### src/rtl/hazard_stall_controller_pkg.sv
// Shared types for the hazard/stall controller: FSM state, register index width,
// and the packed pipeline-control word that selects enables and NOP loads.
package hazard_stall_controller_pkg;

  localparam int REG_IDX_W = 5;

  typedef enum logic [0:0] {
    RUN      = 1'b0,
    MEM_WAIT = 1'b1
  } state_t;

  // MSB..LSB: PC, IF/ID, ID/EX, EX/MEM enables, then IF/ID, ID/EX, MEM/WB NOP loads
  typedef struct packed {
    logic pc_we;
    logic if_id_we;
    logic id_ex_we;
    logic ex_mem_we;
    logic if_id_flush;
    logic id_ex_flush;
    logic mem_wb_flush;
  } ctrl_t;

  localparam ctrl_t CTRL_ADVANCE  = 7'b1111_000;
  localparam ctrl_t CTRL_FREEZE   = 7'b0000_001;
  localparam ctrl_t CTRL_RESET    = 7'b0000_111;
  localparam ctrl_t CTRL_BRANCH   = 7'b1111_110;
  localparam ctrl_t CTRL_LOAD_USE = 7'b0011_010;

endpackage

### src/rtl/hazard_stall_controller_hazard_detect.sv
// Load-use comparator: flags an ID instruction that reads the destination of a
// load currently in EX (x0 never creates a dependency).
module hazard_stall_controller_hazard_detect
  import hazard_stall_controller_pkg::*;
(
  input  logic [REG_IDX_W-1:0] rs1_ID,
  input  logic [REG_IDX_W-1:0] rs2_ID,
  input  logic                 use_rs1_ID,
  input  logic                 use_rs2_ID,
  input  logic [REG_IDX_W-1:0] rd_ID_EX,
  input  logic                 memRead_ID_EX,
  output logic                 load_use
);

  logic rs1_hit;
  logic rs2_hit;

  assign rs1_hit  = use_rs1_ID && (rd_ID_EX == rs1_ID);
  assign rs2_hit  = use_rs2_ID && (rd_ID_EX == rs2_ID);
  assign load_use = memRead_ID_EX && (rd_ID_EX != '0) && (rs1_hit || rs2_hit);

endmodule

### src/rtl/hazard_stall_controller.sv
// Pipeline hazard/stall controller: load-use bubble, branch flush, and data-memory
// freeze with bounded wait. Optional perf counters behind HAZARD_PERF_CNT_EN.
module hazard_stall_controller
  import hazard_stall_controller_pkg::*;
#(
  parameter int MEM_TIMEOUT = 16,
  parameter int CNT_W       = 8
) (
  input  logic                 clk,
  input  logic                 rst,
  input  logic [REG_IDX_W-1:0] rs1_ID,
  input  logic [REG_IDX_W-1:0] rs2_ID,
  input  logic                 use_rs1_ID,
  input  logic                 use_rs2_ID,
  input  logic [REG_IDX_W-1:0] rd_ID_EX,
  input  logic                 memRead_ID_EX,
  input  logic                 branch_taken_EX,
  input  logic                 dmem_req,
  input  logic                 dmem_ready,
`ifdef HAZARD_PERF_CNT_EN
  output logic [31:0]          stall_cycles,
  output logic [31:0]          flush_events,
`endif
  output logic                 PC_WE,
  output logic                 IF_ID_WE,
  output logic                 ID_EX_WE,
  output logic                 EX_MEM_WE,
  output logic                 IF_ID_flush,
  output logic                 ID_EX_flush,
  output logic                 MEM_WB_flush,
  output logic                 mem_timeout
);

  state_t           state_reg, state_next;
  logic [CNT_W-1:0] cnt_reg, cnt_next;
  logic             load_use;
  ctrl_t            pipe_ctrl;
  ctrl_t            ctrl;
  logic             timeout_next;
  logic             freeze_cyc;
  logic             lu_stall_cyc;
  logic             branch_cyc;

  hazard_stall_controller_hazard_detect u_hazard_detect (
    .rs1_ID        (rs1_ID),
    .rs2_ID        (rs2_ID),
    .use_rs1_ID    (use_rs1_ID),
    .use_rs2_ID    (use_rs2_ID),
    .rd_ID_EX      (rd_ID_EX),
    .memRead_ID_EX (memRead_ID_EX),
    .load_use      (load_use)
  );

  // Branch outranks load-use: the dependent ID instruction is being discarded.
  always_comb begin
    pipe_ctrl = CTRL_ADVANCE;
    if (branch_taken_EX)
      pipe_ctrl = CTRL_BRANCH;
    else if (load_use)
      pipe_ctrl = CTRL_LOAD_USE;
  end

  always_comb begin
    ctrl         = pipe_ctrl;
    timeout_next = 1'b0;
    freeze_cyc   = 1'b0;
    state_next   = state_reg;
    cnt_next     = cnt_reg;
    case (state_reg)
      RUN: begin
        if (dmem_req && !dmem_ready) begin
          freeze_cyc = 1'b1;
          state_next = MEM_WAIT;
          cnt_next   = CNT_W'(1);
        end
      end
      MEM_WAIT: begin
        if (dmem_ready) begin
          state_next = RUN;
          cnt_next   = '0;
        end else if (cnt_reg < CNT_W'(MEM_TIMEOUT)) begin
          freeze_cyc = 1'b1;
          cnt_next   = cnt_reg + CNT_W'(1);
        end else begin
          timeout_next = 1'b1;
          state_next   = RUN;
          cnt_next     = '0;
        end
      end
      default: begin
        state_next = RUN;
        cnt_next   = '0;
      end
    endcase
    if (freeze_cyc)
      ctrl = CTRL_FREEZE;
    if (rst) begin
      ctrl         = CTRL_RESET;
      timeout_next = 1'b0;
      freeze_cyc   = 1'b0;
      state_next   = RUN;
      cnt_next     = '0;
    end
  end

  assign lu_stall_cyc = !rst && !freeze_cyc && !branch_taken_EX && load_use;
  assign branch_cyc   = !rst && !freeze_cyc && branch_taken_EX;

  always_ff @(posedge clk) begin
    if (rst) begin
      state_reg <= RUN;
      cnt_reg   <= '0;
    end else begin
      state_reg <= state_next;
      cnt_reg   <= cnt_next;
    end
  end

`ifdef HAZARD_PERF_CNT_EN
  logic [31:0] stall_cycles_reg;
  logic [31:0] flush_events_reg;

  always_ff @(posedge clk) begin
    if (rst) begin
      stall_cycles_reg <= '0;
      flush_events_reg <= '0;
    end else begin
      if (freeze_cyc || lu_stall_cyc)
        stall_cycles_reg <= stall_cycles_reg + 32'd1;
      if (branch_cyc)
        flush_events_reg <= flush_events_reg + 32'd1;
    end
  end

  assign stall_cycles = stall_cycles_reg;
  assign flush_events = flush_events_reg;
`endif

  assign PC_WE        = ctrl.pc_we;
  assign IF_ID_WE     = ctrl.if_id_we;
  assign ID_EX_WE     = ctrl.id_ex_we;
  assign EX_MEM_WE    = ctrl.ex_mem_we;
  assign IF_ID_flush  = ctrl.if_id_flush;
  assign ID_EX_flush  = ctrl.id_ex_flush;
  assign MEM_WB_flush = ctrl.mem_wb_flush;
  assign mem_timeout  = timeout_next;

endmodule

### config.mk
export PLATFORM = sky130hd
export DESIGN_NAME = hazard_stall_controller
export DESIGN_NICKNAME = d
export VERILOG_FILES = /design/src/rtl/hazard_stall_controller_pkg.sv /design/src/rtl/hazard_stall_controller_hazard_detect.sv /design/src/rtl/hazard_stall_controller.sv
export SDC_FILE = /design/constraint.sdc
export NUM_CORES = 1
export LEC_CHECK = 0
export ABC_AREA = 0
export BUFFER_PORTS_ARGS = -buffer_cell sky130_fd_sc_hd__buf_2
export CAP_MARGIN = 40
export CORE_MARGIN = 1.5
export CORE_UTILIZATION = 39
export DETAILED_ROUTE_END_ITERATION = 8
export PLACE_DENSITY = 0.73
export SETUP_SLACK_MARGIN = 0.15
export SYNTH_ARGS = -nofsm -noshare
export SYNTH_HDL_FRONTEND = slang
export SYNTH_SLANG_ARGS = --single-unit
### constraint.sdc
create_clock -name clk -period 1.7 [get_ports clk]
set_input_delay 0.17 -clock clk [delete_from_list [all_inputs] [get_ports clk]]
set_output_delay 0.17 -clock clk [all_outputs]
set_load 0.005 [all_outputs]
==> insert_results.sql <==
INSERT INTO impl_metrics (metric_group, metric, value, unit) VALUES
('run_status', 'status', 'complete, but fails checks', ''),
('run_status', 'violations_in_the_final_reports', 'negative setup slack', ''),
('cts', 'clockBufferDepth', '2', ''),
('cts', 'cts-buffers-inserted', '3', ''),
('synthesis', 'syn_nets', '95', ''),
('place', 'gp_congestion', '0.7230', ''),
('place', 'dpl_worst_slack', '0.1283', 'ns'),
('job', 'maxCapViolations', '0', ''),
('critical_path', 'top_family_by_delay_on_critical_path', 'compound AO/OA/AOI/OAI gates', ''),
('place', 'buffer_ports.inserted', '30', ''),
('timing', 'setup_ws', '-0.04789', 'ns'),
('grt', 'grt_use_total', '19.44', '%'),
('critical_path', 'crit_path_max_incr_delay', '0.39', 'ns'),
('routing', 'avgRoutedWirePerCell', '12.62', 'um'),
('cts', 'hold_buffers', '0', ''),
('timing', 'tightestPinTransition', '0.4947', 'ns'),
('grt', 'globalRouteOverflowTotal', '0', ''),
('cts', 'cts_tree', 'done', ''),
('critical_path', 'cp_capture_type', 'output port', ''),
('routing', 'viasPerCell', '5.533', ''),
('timing', 'finalSetupViolations', '3', ''),
('cts', 'cts_root_buf', 'sky130_fd_sc_hd__clkbuf_4', ''),
('critical_path', 'rr_worst_depth', '5', ''),
('layout', 'layout-drive-gt1-share', '47.62', '%'),
('cts', 'clock-sinks', '9', ''),
('pwr', 'power_per_cell_area', '590.7', 'nW/um2'),
('critical_path', 'setup.worst_path.start_class', 'register', ''),
('floorplan', 'placeableCoreArea', '1350', 'um2'),
('timing', 'maximum_clock_skew_at_final_layout', '0.009743', 'ns'),
('layout', 'area_growth', '46.81', '%'),
('floorplan', 'fp.dieArea', '1750', 'um2'),
('pwr', 'static-leakage-power', '0.3893', 'nW'),
('synthesis', 'synthArstFlopShare', '0', '%'),
('layout', 'antenna_cells_inserted', '0', ''),
('worst_hold_path', 'min-delay-start', 'rst', ''),
('grt', 'grt_start_max_net_pins', '10', ''),
('floorplan', 'floorplan.initialDensity', '43.56', '%'),
('synthesis', 'post_synth.cell_area_avg', '8.283', 'um2'),
('timing', 'slew_viol_final', '0', ''),
('synthesis', 'yosys_register_bits', '9', ''),
('critical_path', 'critical_path.reg2reg.endpoint', 'cnt_reg[2]', ''),
('cts', 'worst_skew_pair.late_latency', '0.27', 'ns'),
('synthesis', 'synth.yosys.seq_area_share', '30.64', '%'),
('critical_path', 'crit_path_start', 'cnt_reg[6]', ''),
('floorplan', 'io_pins', '31', ''),
('pwr', 'finalPower', '510.0', 'uW'),
('synthesis', 'synth-main-ff-cell', 'sky130_fd_sc_hd__dfxtp_1', ''),
('synthesis', 'synthCells', '71', ''),
('routing', 'ant_nets', '0', ''),
('critical_path', 'crit_path_end', 'IF_ID_WE', ''),
('grt', 'grt_pass1_wl', '2.559', 'mm'),
('layout', 'finalCoreUtilization', '63.95', '%'),
('routing', 'vias', '664', ''),
('cts', 'cts.clk_slew.worst_paths', '0.06', 'ns'),
('routing', 'drt-initial-drc-count', '9', ''),
('routing', 'dr.pass1.iters', '4', ''),
('cts', 'ctsHtreeMaxLevel', '1', ''),
('grt', 'antenna_found_initial', '0', ''),
('layout', 'largest_reg_flops', '8', ''),
('critical_path', 'timing_worst_setup_path_type', 'reg2out', ''),
('critical_path', 'cp_max_fo', '4', ''),
('critical_path', 'worst-r2r-setup-slack', '0.16', 'ns'),
('critical_path', 'series_of_cell_instances_along_the_critical_path', 'nor4_4 > a21oi_4 > o21ai_2 > o21ba_4 > buf_6', ''),
('floorplan', 'rows', '13', ''),
('critical_path', 'crit_buf_inv', '1', ''),
('grt', 'number_of_global_route_vias_before_repair', '603', ''),
('timing', 'final.period_utilization', '102.8', '%'),
('critical_path', 'cp.depth', '5', ''),
('critical_path', 'cp.arrival', '1.58', 'ns'),
('worst_hold_path', 'hp-class', 'in2reg', ''),
('timing', 'max_slew_margin', '67.02', '%');
-- per-layer routing --
| layer | global-route usage, % | up-vias | part of all wire, % |
|---|---|---|---|
| li1 | - | 326 | - |
| met1 | 20.47 | 301 | 34 |
| met2 | 33.44 | 35 | 55 |
| met3 | 6.957 | 2 | 9.1 |
| met4 | 10.32 | 0 | 1.3 |
| met5 | 0 | - | 0 |
-- cells by family (layout without fill, tap and decap cells) --
logic type,count (synthesis),count (layout),share of synthesized area (%)
compound gates,17,17,21.07
xor+xnor,10,10,14.89
fa+ha+maj,1,1,2.127
buf+inv,12,46,8.936
flops,9,9,30.64
simple gates,22,22,22.34
-- metrics by stage --
| step | hold slack [ns] | instances | cell area [um2] | setup TNS (ns) |
|---|---|---|---|---|
| 2_1_floorplan | 0.4451 | 71 | 594.3 | 0 |
| 3_3_place_gp | 0.4494 | 112 | 740.7 | 0 |
| 3_5_place_dp | 0.4539 | 112 | 740.7 | 0 |
| 4_1_cts | 0.1729 | 119 | 820.8 | -0.01890 |
| 5_1_grt | 0.1927 | 120 | 863.3 | -0.4614 |
| 6_report | 0.1847 | 120 | 863.3 | -0.1346 |
-- report_power, final --
| group | internal, mW | switching (mW) | total (mW) | leakage, nW |
|---|---|---|---|---|
| Combinational | 0.0646 | 0.0598 | 0.124 | 0.300 |
| Sequential | 0.214 | 0.00512 | 0.219 | 0.0744 |
| Clock | 0.0905 | 0.0758 | 0.166 | 0.0150 |
-- repair_timing --
action                                  CTS  global route
pin swaps                                 5             4
gates resized for setup                   7             7
endpoints found under the setup margin    7            10
hold endpoints to repair                  0             0
setup buffers                             3             1
-- cells in the mapped netlist (2+ instances only) --
| library cell | instances | area, um2 |
|---|---|---|
| sky130_fd_sc_hd__xnor2_1 | 2 | 17.52 |
| sky130_fd_sc_hd__nand2_1 | 2 | 7.510 |
| sky130_fd_sc_hd__and3_1 | 2 | 12.51 |
| sky130_fd_sc_hd__xor2_1 | 8 | 70.07 |
| sky130_fd_sc_hd__nor4_1 | 5 | 31.28 |
| sky130_fd_sc_hd__a21oi_1 | 4 | 20.02 |
| sky130_fd_sc_hd__nor2_1 | 3 | 11.26 |
| sky130_fd_sc_hd__buf_4 | 2 | 15.01 |
| sky130_fd_sc_hd__clkbuf_1 | 2 | 7.510 |
| sky130_fd_sc_hd__dfxtp_1 | 9 | 180.2 |
| sky130_fd_sc_hd__o21ai_1 | 2 | 10.01 |
| sky130_fd_sc_hd__o211ai_1 | 2 | 15.01 |
| sky130_fd_sc_hd__inv_1 | 8 | 30.03 |
| sky130_fd_sc_hd__nand3_1 | 2 | 10.01 |
| sky130_fd_sc_hd__nor3_1 | 2 | 10.01 |
-- final cells by class --
cell class                 instances  area (um2)  area share [%]
clock buffer                       4       26.28           3.043
timing repair buffer              34       202.7           23.48
inverter                           8       30.03           3.478
sequential                         9       183.9           21.30
multi-input combinational         50       401.6           46.52
tap                               15       18.77           2.174
-- cells in the final DEF, fill, tap and decap left out, types with 2 or more instances in the layout --
cell                       count
sky130_fd_sc_hd__nor4_1        3
sky130_fd_sc_hd__o21ai_2       2
sky130_fd_sc_hd__dfxtp_1       6
sky130_fd_sc_hd__buf_4         3
sky130_fd_sc_hd__and3_1        2
sky130_fd_sc_hd__buf_2        27
sky130_fd_sc_hd__buf_6         4
sky130_fd_sc_hd__nand2_1       2
sky130_fd_sc_hd__xnor2_1       2
sky130_fd_sc_hd__nor3_1        2
sky130_fd_sc_hd__xor2_1        8
sky130_fd_sc_hd__clkbuf_4      3
sky130_fd_sc_hd__dfxtp_2       3
sky130_fd_sc_hd__nand3_1       2
sky130_fd_sc_hd__inv_1         8
sky130_fd_sc_hd__o211ai_1      2
sky130_fd_sc_hd__nor2_1        3
sky130_fd_sc_hd__a21oi_1       3
-- how the worst min path moves through the flow --
stage / endpoint / slack [ns] / depth (start not counted)
after floorplan: cnt_reg[4] / 0.45 / 3
after global placement: cnt_reg[2] / 0.45 / 2
after detailed placement: cnt_reg[2] / 0.45 / 2
after CTS: cnt_reg[2] / 0.17 / 2
after global routing: cnt_reg[2] / 0.19 / 2
final: cnt_reg[0] / 0.18 / 2
Power figures use the tool's default switching activity.
